## src/rtl/ifetch_pkg.sv

```systemverilog
// Shared types and constants for the instruction-fetch queue.
package ifetch_pkg;

    localparam int unsigned DEF_ADDR_W  = 14;
    localparam int unsigned DEF_INSTR_W = 32;
    localparam int unsigned DEF_DEPTH   = 2;
    localparam int unsigned DEF_PC_STEP = 4;
    localparam logic [DEF_ADDR_W-1:0] DEF_RESET_PC = '0;

    // One prefetched word together with the PC it was fetched from.
    // Instances with non-default widths build an equivalent local struct
    // and hand it to the FIFO as a type parameter.
    typedef struct packed {
        logic [DEF_INSTR_W-1:0] instr;
        logic [DEF_ADDR_W-1:0]  pc;
    } fetch_entry_t;

    // Width of an occupancy counter that must also represent "full".
    function automatic int unsigned occ_w(input int unsigned depth);
        return $clog2(depth) + 1;
    endfunction

endpackage

```

## src/rtl/fetch_fifo.sv

```systemverilog
// Prefetch FIFO: DEPTH entries, wrap-around pointers, single-cycle flush.
// Head entry is presented combinationally from the read pointer.
module fetch_fifo
    import ifetch_pkg::*;
#(
    parameter int unsigned DEPTH   = DEF_DEPTH,
    parameter type         entry_t = fetch_entry_t,
    parameter int unsigned CW      = occ_w(DEPTH)
) (
    input  logic          clk_i,
    input  logic          rst_n,   // active-high, asynchronous
    input  logic          push,
    input  logic          pop,
    input  logic          flush,
    input  entry_t        wdata,
    output entry_t        rdata,
    output logic          full,
    output logic          empty,
    output logic [CW-1:0] count
);

    localparam int unsigned AW = $clog2(DEPTH);

    entry_t [DEPTH-1:0] mem;
    logic   [AW-1:0]    wr_ptr;
    logic   [AW-1:0]    rd_ptr;
    logic   [CW-1:0]    cnt_q;

    assign count = cnt_q;
    assign full  = (cnt_q == CW'(DEPTH));
    assign empty = (cnt_q == '0);
    // Storage is cleared on reset so the head outputs read as zero then;
    // after a flush the stale head is left in place (don't-care while empty).
    assign rdata = mem[rd_ptr];

    // Pointer and count update; flush discards everything including a
    // same-cycle push or pop.
    always_ff @(posedge clk_i or posedge rst_n) begin
        if (rst_n) begin
            wr_ptr <= '0;
            rd_ptr <= '0;
            cnt_q  <= '0;
        end else if (flush) begin
            wr_ptr <= '0;
            rd_ptr <= '0;
            cnt_q  <= '0;
        end else begin
            if (push) wr_ptr <= wr_ptr + AW'(1);
            if (pop)  rd_ptr <= rd_ptr + AW'(1);
            cnt_q <= cnt_q + CW'(push) - CW'(pop);
        end
    end

    // Entry storage write.
    always_ff @(posedge clk_i or posedge rst_n) begin
        if (rst_n) begin
            mem <= '0;
        end else if (push && !flush) begin
            mem[wr_ptr] <= wdata;
        end
    end

    // Decode can only pop a valid head.
    a_no_underflow: assert property (@(posedge clk_i) disable iff (rst_n)
        (pop && !flush) |-> !empty);

endmodule

```

## src/rtl/ifetch_queue.sv

```systemverilog
// Instruction-fetch unit: drives a 1-cycle-latency ROM, tags each returned
// word with its PC, buffers pairs in a prefetch FIFO and hands the head to
// decode over valid/ready. A redirect flushes all speculative state.
module ifetch_queue
    import ifetch_pkg::*;
#(
    parameter int unsigned        ADDR_W   = DEF_ADDR_W,
    parameter int unsigned        INSTR_W  = DEF_INSTR_W,
    parameter int unsigned        DEPTH    = DEF_DEPTH,
    parameter int unsigned        PC_STEP  = DEF_PC_STEP,
    parameter logic [ADDR_W-1:0]  RESET_PC = '0
) (
    input  logic                     clk_i,
    input  logic                     rst_n,           // active-high, asynchronous
    input  logic                     redirect_i,
    input  logic [ADDR_W-1:0]        redirect_addr_i,
    output logic                     rom_en_o,
    output logic [ADDR_W-1:0]        rom_addr_o,
    input  logic [INSTR_W-1:0]       rom_data_i,
    output logic                     instr_valid_o,
    input  logic                     instr_ready_i,
    output logic [INSTR_W-1:0]       instr_o,
    output logic [ADDR_W-1:0]        addr_o,
    output logic [occ_w(DEPTH)-1:0]  occupancy_o
);

    localparam int unsigned CW = occ_w(DEPTH);

    typedef struct packed {
        logic [INSTR_W-1:0] instr;
        logic [ADDR_W-1:0]  pc;
    } entry_t;

    if (DEPTH < 2 || (DEPTH & (DEPTH - 1)) != 0) begin : g_bad_depth
        $error("ifetch_queue: DEPTH must be a power of two >= 2");
    end

    logic [ADDR_W-1:0] fetch_pc;
    logic [ADDR_W-1:0] tag_pc;
    logic              inflight;
    logic              issue;
    logic              pop;
    logic              push;
    logic [CW:0]       demand;
    logic [CW-1:0]     count;
    logic              full;
    logic              empty;
    entry_t            head;
    entry_t            resp;

    assign pop = instr_valid_o & instr_ready_i;

    // Slots that will be taken after this edge: queued + returning - leaving.
    // Issuing only while this stays below DEPTH makes overflow impossible,
    // and lets a pop free a slot for an issue in the same cycle.
    assign demand = {1'b0, count} + (CW+1)'(inflight) - (CW+1)'(pop);

    // Issue decision; held off while reset is asserted so the ROM sees no
    // request during reset.
    always_comb begin
        issue = 1'b0;
        if (!rst_n && !redirect_i && (demand < (CW+1)'(DEPTH)))
            issue = 1'b1;
    end

    assign rom_en_o   = issue;
    assign rom_addr_o = fetch_pc;

    // A response returning in a redirect cycle belongs to the old path.
    assign push       = inflight & !redirect_i;
    assign resp.instr = rom_data_i;
    assign resp.pc    = tag_pc;

    // Fetch PC: redirect wins over sequential advance; wraps modulo 2^ADDR_W.
    always_ff @(posedge clk_i or posedge rst_n) begin
        if (rst_n) begin
            fetch_pc <= RESET_PC;
        end else if (redirect_i) begin
            fetch_pc <= redirect_addr_i;
        end else if (issue) begin
            fetch_pc <= fetch_pc + ADDR_W'(PC_STEP);
        end
    end

    // Inflight flag and PC tag for the request whose data returns next cycle.
    always_ff @(posedge clk_i or posedge rst_n) begin
        if (rst_n) begin
            inflight <= 1'b0;
            tag_pc   <= '0;
        end else begin
            inflight <= issue;
            if (issue) tag_pc <= fetch_pc;
        end
    end

    fetch_fifo #(
        .DEPTH   (DEPTH),
        .entry_t (entry_t),
        .CW      (CW)
    ) u_fifo (
        .clk_i (clk_i),
        .rst_n (rst_n),
        .push  (push),
        .pop   (pop),
        .flush (redirect_i),
        .wdata (resp),
        .rdata (head),
        .full  (full),
        .empty (empty),
        .count (count)
    );

    assign instr_valid_o = !empty;
    assign instr_o       = head.instr;
    assign addr_o        = head.pc;
    assign occupancy_o   = count;

    // The issue rule keeps a slot free for every outstanding response.
    a_no_overflow: assert property (@(posedge clk_i) disable iff (rst_n)
        push |-> !full);

endmodule

```

## config.mk

```make
export PLATFORM = sky130hd
export DESIGN_NAME = ifetch_queue
export DESIGN_NICKNAME = d
export VERILOG_FILES = /design/src/rtl/ifetch_pkg.sv /design/src/rtl/fetch_fifo.sv /design/src/rtl/ifetch_queue.sv
export SDC_FILE = /design/constraint.sdc
export NUM_CORES = 1
export LEC_CHECK = 0
export ABC_CLOCK_PERIOD_IN_PS = 6200
export CAP_MARGIN = 10
export CORE_MARGIN = 2
export CORE_UTILIZATION = 55
export DETAILED_ROUTE_END_ITERATION = 16
export PLACE_DENSITY = 0.85
export SYNTH_ARGS = -nofsm -noshare
export SYNTH_HDL_FRONTEND = slang
export SYNTH_SLANG_ARGS = --single-unit
```

## constraint.sdc

```tcl
create_clock -name clk_i -period 6.2 [get_ports clk_i]
set_input_delay 0.93 -clock clk_i [delete_from_list [all_inputs] [get_ports clk_i]]
set_output_delay 0.93 -clock clk_i [all_outputs]
set_load 0.03 [all_outputs]
```

Word level (Yosys, flattened, before mapping)

Cells that the tools add are included.

Bits in registers: 125
Input port bits: 50
Output and inout port bits: 64

Add/sub/neg operators: 7
$lt $le $gt $ge: 4
Mux-type cells: 13
Bitwise operators: 2
Reduce and logical (&&, ||, !) cells: 11

Operator list:

| operator              | number |
|---|---|
| $mux 46               | 3 |
| $bwmux 92             | 1 |
| $demux 46 s1          | 1 |
| $mux 14               | 2 |
| $add 14x3->14 const B | 1 |
| $reduce_bool 2->1     | 3 |
| $mux 1                | 5 |
| $logic_and 1x1->1     | 4 |
| $lt 1x2->1 const B    | 2 |
| $add 2x1->3           | 1 |
| $logic_not 1->1       | 3 |
| $lt 3x2->1 const B    | 1 |
| $sub 3x1->3           | 1 |
| $add 1x1->1 const B   | 2 |
| $add 2x1->2           | 1 |
| $and 1x1->1           | 2 |
| $logic_not 2->1       | 1 |
| $mux 2                | 1 |
| $sub 2x1->2           | 1 |
| $ge 1x1->1 const B    | 1 |

Logic depth before layout (Yosys ltp)

Word-level depth: 9
Gate-level depth with buffers: 13
Mapped depth without buffers: 11

Cells and area by module

Synthesis repeated with hierarchy kept, for this count alone.

Cells, all modules: 415
Area, all modules: 5830.6 um2

By module, submodules not included:

| module       | instances | cells an instance | area each (um2) | seq. area each (um2) |
|---|---|---|---|---|
| fetch_fifo   | 1         | 265               | 4405.5          | 2402.3 |
| ifetch_queue | 1         | 150               | 1425.1          | 725.7 |

Worst setup path after synthesis

Ideal clock, no wire load.

Path type: register -> output
From: register u_fifo.cnt_q[1], in the netlist u_fifo.count[1]
To: output rom_en_o
Data arrival time: 2.840 ns
Slack: 2.430 ns
Cell stages (with the launch flop): 12
Cells stage by stage: dfrtp_1 > or2_2 > and2_1 > ha_1 > inv_1 > nand2_1 > fa_1 > nor3b_2 > nand2_2 > inv_2 > buf_6 > buf_2

Word-level cells in the longest chain between the ends: 7
Elaborated cells between the ends (all ways): 8
Those cells by class: add/sub (2); order compare (1); mux (1); bitwise (1); reduce/logical (3)

RTL lines:

| item                   | line                | text |
|---|---|---|
| from (decl)            | fetch_fifo.sv:27    | `logic [CW-1:0] cnt_q;` |
| from (signal assigned) | fetch_fifo.sv:50    | `cnt_q <= cnt_q + CW'(push) - CW'(pop);` |
| $logic_not 2->1        | fetch_fifo.sv:31    | `assign empty = (cnt_q == '0);` |
| $logic_not 1->1        | ifetch_queue.sv:113 | `assign instr_valid_o = !empty;` |
| via instr_valid_o      | ifetch_queue.sv:20  | `output logic instr_valid_o,` |
| $and 1x1->1            | ifetch_queue.sv:51  | `assign pop = instr_valid_o & instr_ready_i;` |
| $sub 3x1->3            | ifetch_queue.sv:56  | `assign demand = {1'b0, count} + (CW+1)'(inflight) - (CW+1)'(pop);` |
| $lt 3x2->1             | ifetch_queue.sv:62  | `if (!rst_n && !redirect_i && (demand < (CW+1)'(DEPTH)))` |
| $logic_and 1x1->1      | ifetch_queue.sv:62  |  |
| $mux 1                 | ifetch_queue.sv:62  |  |
| to (decl)              | ifetch_queue.sv:17  | `output logic rom_en_o,` |

The timed path passes the listed nets, and every way through them passes these cells.

Worst setup path in the final report

From: input instr_ready_i
To: output rom_en_o

Word-level cells in the longest chain between the ends: 5

RTL lines:

| item              | line               | text |
|---|---|---|
| from (decl)       | ifetch_queue.sv:21 | `input logic instr_ready_i,` |
| $and 1x1->1       | ifetch_queue.sv:51 |  |
| $sub 3x1->3       | ifetch_queue.sv:56 |  |
| $lt 3x2->1        | ifetch_queue.sv:62 |  |
| $logic_and 1x1->1 | ifetch_queue.sv:62 |  |
| $mux 1            | ifetch_queue.sv:62 |  |

Every way passes these cells.

==> summary.md <==
| Metric | Value |
|---|---|
| Status | complete, no violations |
| Clock transition at path regs | 0.05 ns |
| Via count of the first global-routing pass | 3952 |
| DRT iter0 DRCs | 153 |
| Tmin final | 5.16 ns |
| Synth Area per Inst | 13.5 sq um |
| Fin Hold WS | 0.479 ns |
| Hold Fails Final Rpt | 0 |
| Io pins | 114 |
| Critical path arrival | 4.23 ns |
| Clock latency on the worst-skew pair | 0.50 ns |
| DP Area | 6760 sq um |
| Synth warn | 0 |
| CTS resizes | 0 |
| Setup violators final | 0 |
| Maximum vdd drop | 334 uV |
| Lkg Pwr | 0.00333 uW |
| Global-route wire length before repair | 19500 microns |
| Std cell rows | 36 |
| Post-synthesis sequential area ratio | 0.566 |
| Vias | 3725 |
| Drt first pass iters | 5 |
| Gate Count Post-Synth | 409 |
| Routed len/inst | 17.4 microns |
| Period Utilization, post-route | 0.833 |
| Layout Skew | 0.00605 ns |
| Antenna cells | 0 |
| #FFs+latches synth | 125 |
| Finished Cell Area | 7350 sq um |
| CTS Root Cell | clkbuf_8 |
| Core area | 9770 sq um |
| Initial Util | 0.565 |
| Via density | 5.55 |
| TritonCTS clock tree | done |
| Worst Path Required | 5.27 ns |
| Setup CP Type | in -> out |
| Total power | 4110 uW |
| Initial antenna violation count | 0 |
| CTS buffer count | 17 |
| RSZ-0062 raised after global routing | no |
| Detailed Place HPWL | 7460 microns |
| Worst Hold Class | reg -> reg |
| Syn_nets | 464 |
| Pwr dens | 559 nW/um^2 |
| GPL Wtd Cong | 0.842 |
| Slew Limit Headroom | 0.188 |
| Yosys cell types | 36 |
| Syn-to-layout area delta | 33.1% |
| Startpoint types | primary input |
| Achievable Freq | 0.194 GHz |
| Postcts setup bufs | 0 |
| Buffers on Ports | 113 |
| Die area | 10900 sq um |
| GRT Util Overall | 0.226 |
| Final ANT Viol Nets | 0 |
| Drt drc | 0 |
| Mapped Area | 5520 sq um |
| # H-tree levels | 4 |
| Largest net degree at the start of global routing | 73 |
| Worst Setup End Kind | primary output |
| Die Wd | 104 microns |
| DIE HEIGHT | 104 microns |
| Final Net Count | 580 |
| Post-Route WL | 11700 microns |
| Clock Sinks | 125 |
| Final Max Slew Viols | 0 |
| Max clock buf depth | 2 |
| Critical-path maximum fanout | 26 |
| Actual slew at the worst max-slew pin | 1.21 ns |
| Share of cells above drive strength 1 | 0.249 |
| Setup TNS | 0 ns |
| Grt ovf | 0 |
| Hold-fix buffers at CTS | 0 |
| Max_cap viols | 0 |
==> registers in the layout, summed over array words and instances, names as in the netlist <==
signal and count:
inflight 1, u_fifo.rd_ptr 1, u_fifo.count 2, u_fifo.wr_ptr 1, u_fifo.mem 92, tag_pc 14
rom_addr_o 14
==> power by group <==
part           internal, uW  switching, uW  leakage (uW)  total [uW]
logic                   850            932       0.00145        1780
registers              1140            217       0.00158        1360
clock network           644            326      0.000301         970
==> layout make-up <==
type | instances | area (sq um)
inverter | 10 | 40.0
sequential | 125 | 3130
clock buffer | 26 | 518
multi-input combinational | 254 | 2260
fill | 637 | 2420
tap | 133 | 166
timing repair buffer | 117 | 1160
clock inverter | 6 | 80.1
==> worst max-delay path: stages <==
cell and delay, ns:
clkdlybuf4s50_1 0.44, and2_1 0.17, ha_1 0.25, inv_1 0.09
nand2_1 0.09, fa_1 0.48, nor3b_2 0.25, nand2_2 0.33
inv_2 0.43, clkdlybuf4s50_1 0.76
==> routing by layer <==
layer  wire (microns)  GRT usage
met5                0          0
met4              176     0.0734
met3              619     0.0545
met2             5780      0.368
met1             5110      0.301
==> final timing paths <==
path | cells past startpoint | endpoint | slack [ns] | start
min | 1 | u_fifo.mem[21]$_DFFE_PP0P_ | 0.48 | u_fifo.mem[21]$_DFFE_PP0P_
max reg2reg | 11 | rom_addr_o[11]$_DFFE_PP0P_ | 2.63 | u_fifo.count[1]$_DFF_PP0_
min reg2reg | 1 | u_fifo.mem[21]$_DFFE_PP0P_ | 0.48 | u_fifo.mem[21]$_DFFE_PP0P_
max in group asynchronous | 3 | u_fifo.mem[27]$_DFFE_PP0P_ | 3.96 | rst_n
max | 10 | rom_en_o | 1.04 | instr_ready_i
min in group asynchronous | 2 | rom_addr_o[2]$_DFFE_PP0P_ | 1.02 | rst_n
==> synthesized netlist by cell type <==
library cell	instances	area share
a21o_1	1	0.0014
a21oi_1	3	0.0027
a221o_1	4	0.0072
a22oi_1	2	0.0027
a32oi_1	2	0.0032
and2_1	1	0.0011
and3_1	6	0.0068
and4_1	1	0.0016
buf_2	12	0.011
buf_4	3	0.0041
buf_6	1	0.0020
clkbuf_1	4	0.0027
dfrtp_1	125	0.57
fa_1	1	0.0036
ha_1	4	0.0091
inv_1	9	0.0061
inv_2	1	0.00068
mux2_1	50	0.10
mux2_2	91	0.19
nand2_1	43	0.029
nand2_2	1	0.0011
nand3_1	7	0.0063
nand4_1	3	0.0034
nor2_1	3	0.0020
nor2b_1	4	0.0045
nor2b_2	1	0.0016
nor3_1	1	0.00091
nor3b_1	2	0.0027
nor3b_2	1	0.0023
o21ai_0	7	0.0063
o21ai_1	3	0.0027
o21bai_1	3	0.0041
o311ai_0	1	0.0016
or2_2	1	0.0011
or3_1	2	0.0023
xnor2_1	5	0.0079
==> per-stage QoR <==
stage	setup WS [ns]	cells	util
5_1_grt	0.825	671	0.752
2_1_floorplan	1.94	409	-
3_5_place_dp	1.08	639	0.691
6_report	1.04	671	0.752
4_1_cts	1.07	671	0.752
3_3_place_gp	1.21	639	0.691
==> placed cells by master, fill, tap and decap left out, types with 2 or more instances in the layout <==
cell and n:
clkdlybuf4s50_1 113, inv_1 8, o21ai_1 3, a22oi_1 2, a32oi_1 2, a21oi_1 3
and3_1 6, or3_1 2, ha_1 4, clkbuf_1 2, clkbuf_16 16, mux2_1 50
clkbuf_8 8, o21ai_0 7, nand2_1 42, mux2_2 91, clkinv_2 4, nor2b_1 3
nor2_1 3, o21bai_1 3, bufinv_16 2, dfrtp_1 124, nand2_2 2, a221o_1 4
xnor2_1 5, nand4_1 3, nand3_1 7, nor3b_1 2, buf_4 4
==> logic make-up after synthesis <==
logic type      count (synthesis)  share of synthesized area
mux                           141                      0.287
buf+inv                        30                     0.0265
xor+xnor                        5                    0.00793
simple gates                   77                     0.0671
fa+ha+maj                       5                     0.0127
flops                         125                      0.566
compound gates                 26                     0.0319
Note: power is estimated with default switching activity, not from simulation.
